[config.mk]
export PLATFORM = sky130hd
export DESIGN_NAME = scarv_ram_bus_adapter
export DESIGN_NICKNAME = d
export VERILOG_FILES = /design/src/rtl/scarv_mem_pkg.sv /design/src/rtl/scarv_rsp_fifo.sv /design/src/rtl/scarv_ram_bus_adapter.sv
export SDC_FILE = /design/constraint.sdc
export NUM_CORES = 1
export LEC_CHECK = 0
export CAP_MARGIN = 40
export CORE_ASPECT_RATIO = 1.25
export CORE_MARGIN = 2
export CORE_UTILIZATION = 25
export CTS_CLUSTER_DIAMETER = 30
export DETAILED_ROUTE_END_ITERATION = 6
export PLACE_DENSITY = 0.55
export SLEW_MARGIN = 0
export SYNTH_ARGS = -nofsm -noshare
export SYNTH_HDL_FRONTEND = slang
export SYNTH_HIERARCHICAL = 1
export SYNTH_SLANG_ARGS = --single-unit
[constraint.sdc]
create_clock -name g_clk -period 4.4 [get_ports g_clk]
set_input_delay 0.88 -clock g_clk [delete_from_list [all_inputs] [get_ports g_clk]]
set_output_delay 0.88 -clock g_clk [all_outputs]
set_load 0.005 [all_outputs]
[src/rtl/scarv_mem_pkg.sv]
// rtl/scarv_mem_pkg.sv - shared types and widths for the SCARV RAM bus adapter
package scarv_mem_pkg;

  localparam int SCARV_MEM_DW        = 32;
  localparam int SCARV_MEM_SW        = 4;
  localparam int SCARV_MEM_BYTE_BITS = 2;

  // One buffered response as seen by the host.
  typedef struct packed {
    logic                    error;
    logic [SCARV_MEM_DW-1:0] rdata;
  } scarv_mem_rsp_t;

  // Request that was accepted last cycle and whose RAM data arrives this cycle.
  typedef struct packed {
    logic valid;
    logic wen;
    logic error;
  } scarv_mem_inflight_t;

  // Only good reads carry RAM data; writes and errors return zero.
  function automatic scarv_mem_rsp_t scarv_mem_make_rsp(
    input logic                    error,
    input logic                    wen,
    input logic [SCARV_MEM_DW-1:0] ram_rdata
  );
    scarv_mem_rsp_t rsp;
    rsp.error = error;
    rsp.rdata = (error || wen) ? '0 : ram_rdata;
    return rsp;
  endfunction

endpackage

[src/rtl/scarv_rsp_fifo.sv]
// rtl/scarv_rsp_fifo.sv - small synchronous response FIFO with occupancy count
module scarv_rsp_fifo #(
  parameter int  DEPTH = 3,
  parameter type T     = logic
) (
  input  logic                       clk,
  input  logic                       rst,
  input  logic                       push,
  input  T                           wdata,
  input  logic                       pop,
  output T                           rdata,
  output logic                       full,
  output logic                       empty,
  output logic [$clog2(DEPTH+1)-1:0] count
);

  localparam int PW = (DEPTH > 1) ? $clog2(DEPTH) : 1;
  localparam int CW = $clog2(DEPTH+1);

  T              mem_q [DEPTH];
  T              mem_d [DEPTH];
  logic [PW-1:0] wr_ptr_q, wr_ptr_d;
  logic [PW-1:0] rd_ptr_q, rd_ptr_d;
  logic [CW-1:0] count_q, count_d;
  logic          do_push;
  logic          do_pop;

  // Pointers wrap explicitly so DEPTH need not be a power of two.
  function automatic logic [PW-1:0] ptr_inc(input logic [PW-1:0] p);
    return (p == PW'(DEPTH - 1)) ? '0 : p + PW'(1);
  endfunction

  assign full    = (count_q == CW'(DEPTH));
  assign empty   = (count_q == '0);
  assign count   = count_q;
  assign rdata   = mem_q[rd_ptr_q];
  assign do_pop  = pop && !empty;
  assign do_push = push && !full;

  // Next-state for storage, pointers and occupancy.
  always_comb begin
    mem_d    = mem_q;
    wr_ptr_d = wr_ptr_q;
    rd_ptr_d = rd_ptr_q;
    count_d  = count_q;
    if (do_push) begin
      mem_d[wr_ptr_q] = wdata;
      wr_ptr_d        = ptr_inc(wr_ptr_q);
    end
    if (do_pop) begin
      rd_ptr_d = ptr_inc(rd_ptr_q);
    end
    case ({do_push, do_pop})
      2'b10:   count_d = count_q + CW'(1);
      2'b01:   count_d = count_q - CW'(1);
      default: count_d = count_q;
    endcase
  end

  // FIFO state registers; reset empties the queue.
  always_ff @(posedge clk or posedge rst) begin
    if (rst) begin
      mem_q    <= '{default: '0};
      wr_ptr_q <= '0;
      rd_ptr_q <= '0;
      count_q  <= '0;
    end else begin
      mem_q    <= mem_d;
      wr_ptr_q <= wr_ptr_d;
      rd_ptr_q <= rd_ptr_d;
      count_q  <= count_d;
    end
  end

endmodule

[src/rtl/scarv_ram_bus_adapter.sv]
// rtl/scarv_ram_bus_adapter.sv - req/gnt host bus to single SRAM port bridge with buffered in-order responses
module scarv_ram_bus_adapter
  import scarv_mem_pkg::*;
#(
  parameter int          DEPTH     = 4096,
  parameter logic [31:0] BASE      = 32'h0000_0000,
  parameter int          RSP_DEPTH = 3,
  localparam int         AW        = $clog2(DEPTH) - 1
) (
  input  logic                    g_clk,
  input  logic                    g_reset,
  input  logic                    mem_req,
  output logic                    mem_gnt,
  input  logic                    mem_wen,
  input  logic [SCARV_MEM_SW-1:0] mem_strb,
  input  logic [SCARV_MEM_DW-1:0] mem_wdata,
  input  logic [31:0]             mem_addr,
  output logic                    mem_recv,
  input  logic                    mem_ack,
  output logic                    mem_error,
  output logic [SCARV_MEM_DW-1:0] mem_rdata,
  output logic                    ram_cen,
  output logic                    ram_wen,
  output logic [SCARV_MEM_SW-1:0] ram_strb,
  output logic [SCARV_MEM_DW-1:0] ram_wdata,
  output logic [AW:0]             ram_addr,
  input  logic [SCARV_MEM_DW-1:0] ram_rdata
);

  localparam int          CW        = $clog2(RSP_DEPTH + 1);
  localparam logic [32:0] LIMIT     = {1'b0, BASE} + 33'(DEPTH) * 33'd4;
  localparam int          WORD_MSB  = AW + SCARV_MEM_BYTE_BITS;

  scarv_mem_inflight_t inflight_q, inflight_d;
  scarv_mem_rsp_t      rsp_push_data;
  scarv_mem_rsp_t      rsp_head;
  logic                rsp_push;
  logic                rsp_pop;
  logic                fifo_full;
  logic                fifo_empty;
  logic [CW-1:0]       fifo_count;
  logic [CW:0]         occ_sum;
  logic                in_range;
  logic                aligned;
  logic                addr_ok;
  logic                accept;

  // Window check: BASE is DEPTH*4 aligned, so the word index is a plain subtract of the low bits.
  assign in_range = ({1'b0, mem_addr} >= {1'b0, BASE}) && ({1'b0, mem_addr} < LIMIT);
  assign aligned  = (mem_addr[SCARV_MEM_BYTE_BITS-1:0] == '0);
  assign addr_ok  = in_range && aligned;

  // Grant counts the slot already claimed by the inflight request so the FIFO can never overflow.
  assign occ_sum  = {1'b0, fifo_count} + {{CW{1'b0}}, inflight_q.valid};
  assign mem_gnt  = !g_reset && (occ_sum < (CW+1)'(RSP_DEPTH));
  assign accept   = mem_req && mem_gnt;

  // Bad requests still take a pipeline slot but never touch the RAM.
  assign ram_cen   = accept && addr_ok;
  assign ram_wen   = mem_wen;
  assign ram_strb  = mem_strb;
  assign ram_wdata = mem_wdata;
  assign ram_addr  = mem_addr[WORD_MSB:SCARV_MEM_BYTE_BITS] - BASE[WORD_MSB:SCARV_MEM_BYTE_BITS];

  // Capture what the accepted request needs to form its response next cycle.
  always_comb begin
    inflight_d       = '0;
    inflight_d.valid = accept;
    inflight_d.wen   = mem_wen;
    inflight_d.error = !addr_ok;
  end

  // Inflight register; reset drops a request whose RAM data has not come back yet.
  always_ff @(posedge g_clk or posedge g_reset) begin
    if (g_reset) begin
      inflight_q <= '0;
    end else begin
      inflight_q <= inflight_d;
    end
  end

  assign rsp_push      = inflight_q.valid;
  assign rsp_push_data = scarv_mem_make_rsp(inflight_q.error, inflight_q.wen, ram_rdata);
  assign rsp_pop       = mem_recv && mem_ack;

  scarv_rsp_fifo #(
    .DEPTH (RSP_DEPTH),
    .T     (scarv_mem_rsp_t)
  ) u_rsp_fifo (
    .clk   (g_clk),
    .rst   (g_reset),
    .push  (rsp_push),
    .wdata (rsp_push_data),
    .pop   (rsp_pop),
    .rdata (rsp_head),
    .full  (fifo_full),
    .empty (fifo_empty),
    .count (fifo_count)
  );

  // Response outputs come straight from the FIFO head and are zero when nothing is buffered.
  assign mem_recv  = !fifo_empty;
  assign mem_error = mem_recv && rsp_head.error;
  assign mem_rdata = mem_recv ? rsp_head.rdata : '0;

  // The grant rule must make a push into a full FIFO impossible.
  always_ff @(posedge g_clk) begin
    if (!g_reset) begin
      assert (!(rsp_push && fifo_full));
    end
  end

endmodule

==> metrics.md, run 1 <==
| Metric | Value |
|---|---|
| Hold WS | `0.506 ns` |
| Final hold viol count | `0` |
| Core area | `22900 µm²` |
| Fmax achieved | `286 MHz` |
| Critical-path cell list | `buf_4 > mux2i_1 > o21ai_0 > and2b_1 > clkdlybuf4s50_1` |
| Antenna-violating nets left | `0` |
| Average vias per placed instance | `4.45` |
| DRC viols | `16` |
| Leakage | `0.00323 µW` |
| TNS Setup | `0 ns` |
| Slew Limit Fails | `0` |
| Post-Syn Instances | `489` |
| H-tree levels | `3` |
| Layout cells sized above 1 | `25.9%` |
| Failing checks | `design-rule violations` |
| CTS max path bufs | `2` |
| Routability congestion estimate | `0.714` |
| Clock root cell | `clkbuf_16` |
| Syn Area/Cell | `11.8 µm²` |
| Commonest non-fill, non-tap cell in the layout | `dfrtp_1` |
| Hold crit path type | `register to register` |
| CTS tree | `yes` |
| Pre-CTS setup slack | `1.07 ns` |
| Num rows | `62` |
| Grt ovf | `0` |
| Clk sinks | `108` |
| WP buf/inv | `2` |
| Die area | `24400 µm²` |
| WP data arrival | `2.61 ns` |
| Maxcap violations | `0` |
| Slew @ Worst Pin | `0.802 ns` |
| Ant diodes | `0` |
| Detailed Route WL | `13200 µm` |
| DP HPWL | `8920 µm` |
| Setup crit start kind | `register` |
| CP Class | `register to output pin` |
| Filler Cell Count | `2314` |
| DR iter-0 viols | `141` |
| Slowest-stage cell, CP | `dfrtp_4` |
| Critical path capture point type | `output pin` |
| Antenna violations before repair | `0` |
| WL per Instance | `16.2 µm` |
| CP top delay family | `buffers and inverters` |
| Area growth, synth to finish | `21.2%` |
| Largest net degree at the start of global routing | `67` |
| First-pass GRT wire length | `21700 µm` |
| Via count | `3634` |
| Vias in the first global route | `4098` |
| Slowest stage delay, CP | `0.81 ns` |
| Status | `complete, but fails checks` |
| Pre-antenna DRT Iters | `7` |
| Peak VDD IR | `193 µV` |
| Port bufs | `93` |
| CTS resizes | `0` |
| RSZ-0062 raised after global routing | `false` |
| Commonest cells after routing, fill and taps aside | `106 x dfrtp_1, 93 x clkdlybuf4s50_1, 69 x mux2_2` |
| Slew margin rel. | `46.4%` |
| Worst-path clk slew | `0.07 ns` |
| TritonCTS Buffers | `9` |
| Setup bufs post-CTS | `0` |
| Worst skew pair latency | `0.35 ns` |
| PwrDens | `371 nW/µm²` |
| Hold_buf cts | `0` |
| Warnings from Yosys | `6` |
| Die width | `140 µm` |
| Setup Skew | `0.0106 ns` |
| Worst EP required | `3.52 ns` |
| Count of final setup violators | `0` |
| Total GRT Usage | `11.3%` |
| Post-layout minimum cycle time | `3.49 ns` |
| Tcrit/Tclk final | `79.4%` |
| CP Max Fanout | `40` |
| Die Ht | `174 µm` |
| Io pins | `190` |
| Final net count | `632` |
| Post-Syn Nets | `597` |
| Cell Area, Synth | `5790 µm²` |
| Initial Utilization | `25.3%` |
| Worst setup slack after layout | `0.908 ns` |
-- layout make-up --
| type | count | area [µm²] | area share, % |
|---|---|---|---|
| flip-flops and latches | 108 | 2710 | 38.6 |
| multi-input cells | 296 | 2570 | 36.7 |
| repair buffers | 103 | 1060 | 15.1 |
| well taps | 288 | 360 | 5.14 |
| clock buffers | 10 | 239 | 3.41 |
| clock inverters | 6 | 47.5 | 0.678 |
| inverters | 6 | 25.0 | 0.357 |
-- where the power goes --
group / internal [µW] / switching, µW
clock network: 405 / 375
registers: 1040 / 129
logic: 315 / 337
total: 1760 / 841
-- through the flow --
stage / instances / instance area [µm²] / utilization (%) / total power, µW
6_report: 817 / 7010 / 30.6 / 2600
5_1_grt: 817 / 7010 / 30.6 / 2760
4_1_cts: 817 / 7010 / 30.6 / 2660
3_5_place_dp: 801 / 6730 / 29.4 / 1860
3_3_place_gp: 798 / 6650 / 29.1 / 1810
2_1_floorplan: 489 / 5790 / - / 1590
-- final timing paths --
check / cells past startpoint / slack [ns] / startpoint / to
worst max-delay path: 5 / 0.91 / u_rsp_fifo/rd_ptr_q[1]$_DFFE_PP0P_ / mem_rdata[24]
worst min-delay path: 1 / 0.51 / u_rsp_fifo/mem_q[49]$_DFFE_PP0P_ / u_rsp_fifo/mem_q[49]$_DFFE_PP0P_
worst max register to register: 5 / 2.00 / u_rsp_fifo/count[0]$_DFFE_PP0P_ / u_rsp_fifo/mem_q[4]$_DFFE_PP0P_
worst min register to register: 1 / 0.51 / u_rsp_fifo/mem_q[49]$_DFFE_PP0P_ / u_rsp_fifo/mem_q[49]$_DFFE_PP0P_
max in group asynchronous: 4 / 2.71 / g_reset / u_rsp_fifo/mem_q[71]$_DFFE_PP0P_
min in group asynchronous: 2 / 0.84 / g_reset / rsp_push$_DFF_PP0_
-- flip-flops by register name, summed over array words and instances, names as in the netlist --
name,flops
u_rsp_fifo/rd_ptr_q,2
u_rsp_fifo/count,2
rsp_push,1
inflight_q,2
u_rsp_fifo/wr_ptr_q,2
u_rsp_fifo/mem_q,99
-- per-layer routing --
layer	vias to the layer above	share of wire [%]	routed length [µm]	GRT usage, %
met5	-	0	0	0
met4	0	1.7	225	4.04
met3	18	3.6	482	2.78
met2	112	51	6790	20.0
met1	1815	43	5710	13.3
li1	1689	-	-	-
No activity file was read; power rests on OpenSTA's default activity.
==> run 2, diff against run 1 <==
==> constraint.sdc (replaced) <==
create_clock -name g_clk -period 3.5 [get_ports g_clk]
set_input_delay 0.7 -clock g_clk [delete_from_list [all_inputs] [get_ports g_clk]]
set_output_delay 0.7 -clock g_clk [all_outputs]
set_load 0.005 [all_outputs]
==> metrics.md, run 2 (synthesized netlist as in run 1, its figures left out) <==
| Metric | Value |
|---|---|
| Worst skew pair latency | `0.34 ns (was 0.35 ns)` |
| Hold-critical path depth | `1 (unchanged)` |
| RR Endpoint | `u_rsp_fifo/mem_q[1]$_DFFE_PP0P_ (was u_rsp_fifo/mem_q[4]$_DFFE_PP0P_)` |
| Hold_buf cts | `0 (unchanged)` |
| Clock root cell | `clkbuf_16 (unchanged)` |
| Die width | `140 µm (unchanged)` |
| RR Startpoint | `u_rsp_fifo/count[0]$_DFFE_PP0P_ (unchanged)` |
| Hold crit path type | `register to register (unchanged)` |
| Pre-antenna DRT Iters | `6 (was 7)` |
| TNS Setup | `0 ns (unchanged)` |
| CTS max path bufs | `2 (unchanged)` |
| Met3 WL | `551 µm (was 482 µm)` |
| Fmax achieved | `320 MHz` |
| Antenna violations before repair | `0 (unchanged)` |
| WL per Instance | `16.1 µm (was 16.2 µm)` |
| Hold EP | `u_rsp_fifo/mem_q[70]$_DFFE_PP0P_ (was u_rsp_fifo/mem_q[49]$_DFFE_PP0P_)` |
| Met2 WL post-DR | `6810 µm (was 6790 µm)` |
| Io pins | `190 (unchanged)` |
| Leakage | `0.00325 µW (was 0.00323 µW)` |
| Slew margin rel. | `46.4% (about the same)` |
| Final Core Density | `30.7% (was 30.6%)` |
| PwrDens | `481 nW/µm² (was 371 nW/µm²)` |
| R2R Setup Slk | `1.08 ns (was 2.00 ns)` |
| Peak VDD IR | `299 µV (was 193 µV)` |
| CTS resizes | `0 (unchanged)` |
| DR iter-0 viols | `169 (was 141)` |
| H-tree levels | `3 (unchanged)` |
| CTS tree | `yes (unchanged)` |
| Die Ht | `174 µm (unchanged)` |
| Final Non-Filler Cells | `818 (was 817)` |
| Worst-path clk slew | `0.07 ns (about the same)` |
| Via count | `3603 (was 3634)` |
| R2R cell count | `5 (unchanged)` |
| WP data arrival | `2.43 ns (was 2.61 ns)` |
| RSZ-0062 raised after global routing | `false (unchanged)` |
| DP HPWL | `8940 µm (was 8920 µm)` |
| Largest register FFs | `99 (unchanged)` |
| Worst EP required | `2.80 ns (was 3.52 ns)` |
| Setup Skew | `0.00781 ns (was 0.0106 ns)` |
| Core area | `22900 µm² (unchanged)` |
| Largest net degree at the start of global routing | `60 (was 67)` |
| Setup crit start kind | `register (unchanged)` |
| HP Start | `u_rsp_fifo/mem_q[70]$_DFFE_PP0P_ (was u_rsp_fifo/mem_q[49]$_DFFE_PP0P_)` |
| DR top layer | `met4 (unchanged)` |
| Area growth, synth to finish | `21.5% (was 21.2%)` |
| Tcrit/Tclk final | `89.4%` |
| CP Class | `register to output pin (unchanged)` |
| Initial Utilization | `25.3% (unchanged)` |
| Final hold viol count | `0 (unchanged)` |
| Vias in the first global route | `4048 (was 4098)` |
| Power, Total | `3380 µW (was 2600 µW)` |
| Commonest cells after routing, fill and taps aside | `106 x dfrtp_1, 93 x clkdlybuf4s50_1, 69 x mux2_2 (unchanged)` |
| Layout cells sized above 1 | `26.0% (was 25.9%)` |
| Routability congestion estimate | `0.711 (was 0.714)` |
| Placed Cells | `802 (was 801)` |
| Detailed Route WL | `13200 µm (about the same)` |
| Setup bufs post-CTS | `0 (unchanged)` |
| Biggest register | `u_rsp_fifo/mem_q (unchanged)` |
| Die area | `24400 µm² (unchanged)` |
| First-pass GRT wire length | `21300 µm (was 21700 µm)` |
| M1 WL | `5650 µm (was 5710 µm)` |
| Slew Limit Fails | `0 (unchanged)` |
| Num rows | `62 (unchanged)` |
| Failing checks | `design-rule violations (unchanged)` |
| Port bufs | `93 (unchanged)` |
| Total GRT Usage | `11.0% (was 11.3%)` |
| Final net count | `633 (was 632)` |
| Maxcap violations | `0 (unchanged)` |
| Count of final setup violators | `0 (unchanged)` |
| Critical path capture point type | `output pin (unchanged)` |
| Status | `complete, but fails checks (unchanged)` |
| Commonest non-fill, non-tap cell in the layout | `dfrtp_1 (unchanged)` |
| Average vias per placed instance | `4.40 (was 4.45)` |
| Worst setup path startpoint | `u_rsp_fifo/rd_ptr_q[1]$_DFFE_PP0P_ (unchanged)` |
| Clk sinks | `108 (unchanged)` |
| TritonCTS Buffers | `9 (unchanged)` |
| Grt ovf | `0 (unchanged)` |
| Slew @ Worst Pin | `0.802 ns (about the same)` |
| DRC viols | `16 (unchanged)` |
| Antenna-violating nets left | `0 (unchanged)` |
| Ant diodes | `0 (unchanged)` |
| Post-layout minimum cycle time | `3.13 ns` |
| CP Max Fanout | `28 (was 40)` |
## run 2: per-layer routing
layer	vias up	track usage, %
met5	-	0
met4	0	3.62
met3	13	2.29
met2	121	19.5
met1	1774	13.3
li1	1695	-
## run 2: worst max path at each step
stage,slack (ns),cells after the start,endpoint
2_1_floorplan,0.04,1,u_rsp_fifo/count[0]$_DFFE_PP0P_
3_3_place_gp,0.57,5,ram_cen
3_5_place_dp,0.50,5,ram_cen
4_1_cts,0.31,5,mem_rdata[21]
5_1_grt,0.22,5,mem_rdata[21]
6_report,0.37,5,mem_rdata[21]
## run 2: metrics by stage
stage / instance area, µm² / setup slack [ns] / hold WS, ns
2_1_floorplan: 5790 / 0.0395 / 0.454
3_3_place_gp: 6710 / 0.573 / 0.487
6_report: 7030 / 0.372 / 0.507
3_5_place_dp: 6710 / 0.501 / 0.492
5_1_grt: 7030 / 0.217 / 0.522
4_1_cts: 7030 / 0.307 / 0.510
## run 2: worst max-delay path, stage by stage, from the launching register on
cell and delay, ns:
dfrtp_4 0.72, buf_4 0.36, mux2i_1 0.10, o21ai_0 0.23, nor2b_1 0.16, clkdlybuf4s50_1 0.51
## run 2: power breakdown
group          switching (µW)  total [µW]  internal, µW
logic                     456         849           394
clock network             460        1090           632
registers                 136        1440          1300
total                    1050        3380          2330
## run 2: final cells by class
class,instances,area [µm²]
Fill cell,2270,15900
Tap cell,288,360
Clock buffer,9,225
Multi-Input combinational cell,296,2570
Timing Repair Buffer,104,1040
Clock inverter,7,100
Sequential cell,108,2710
Inverter,6,25.0
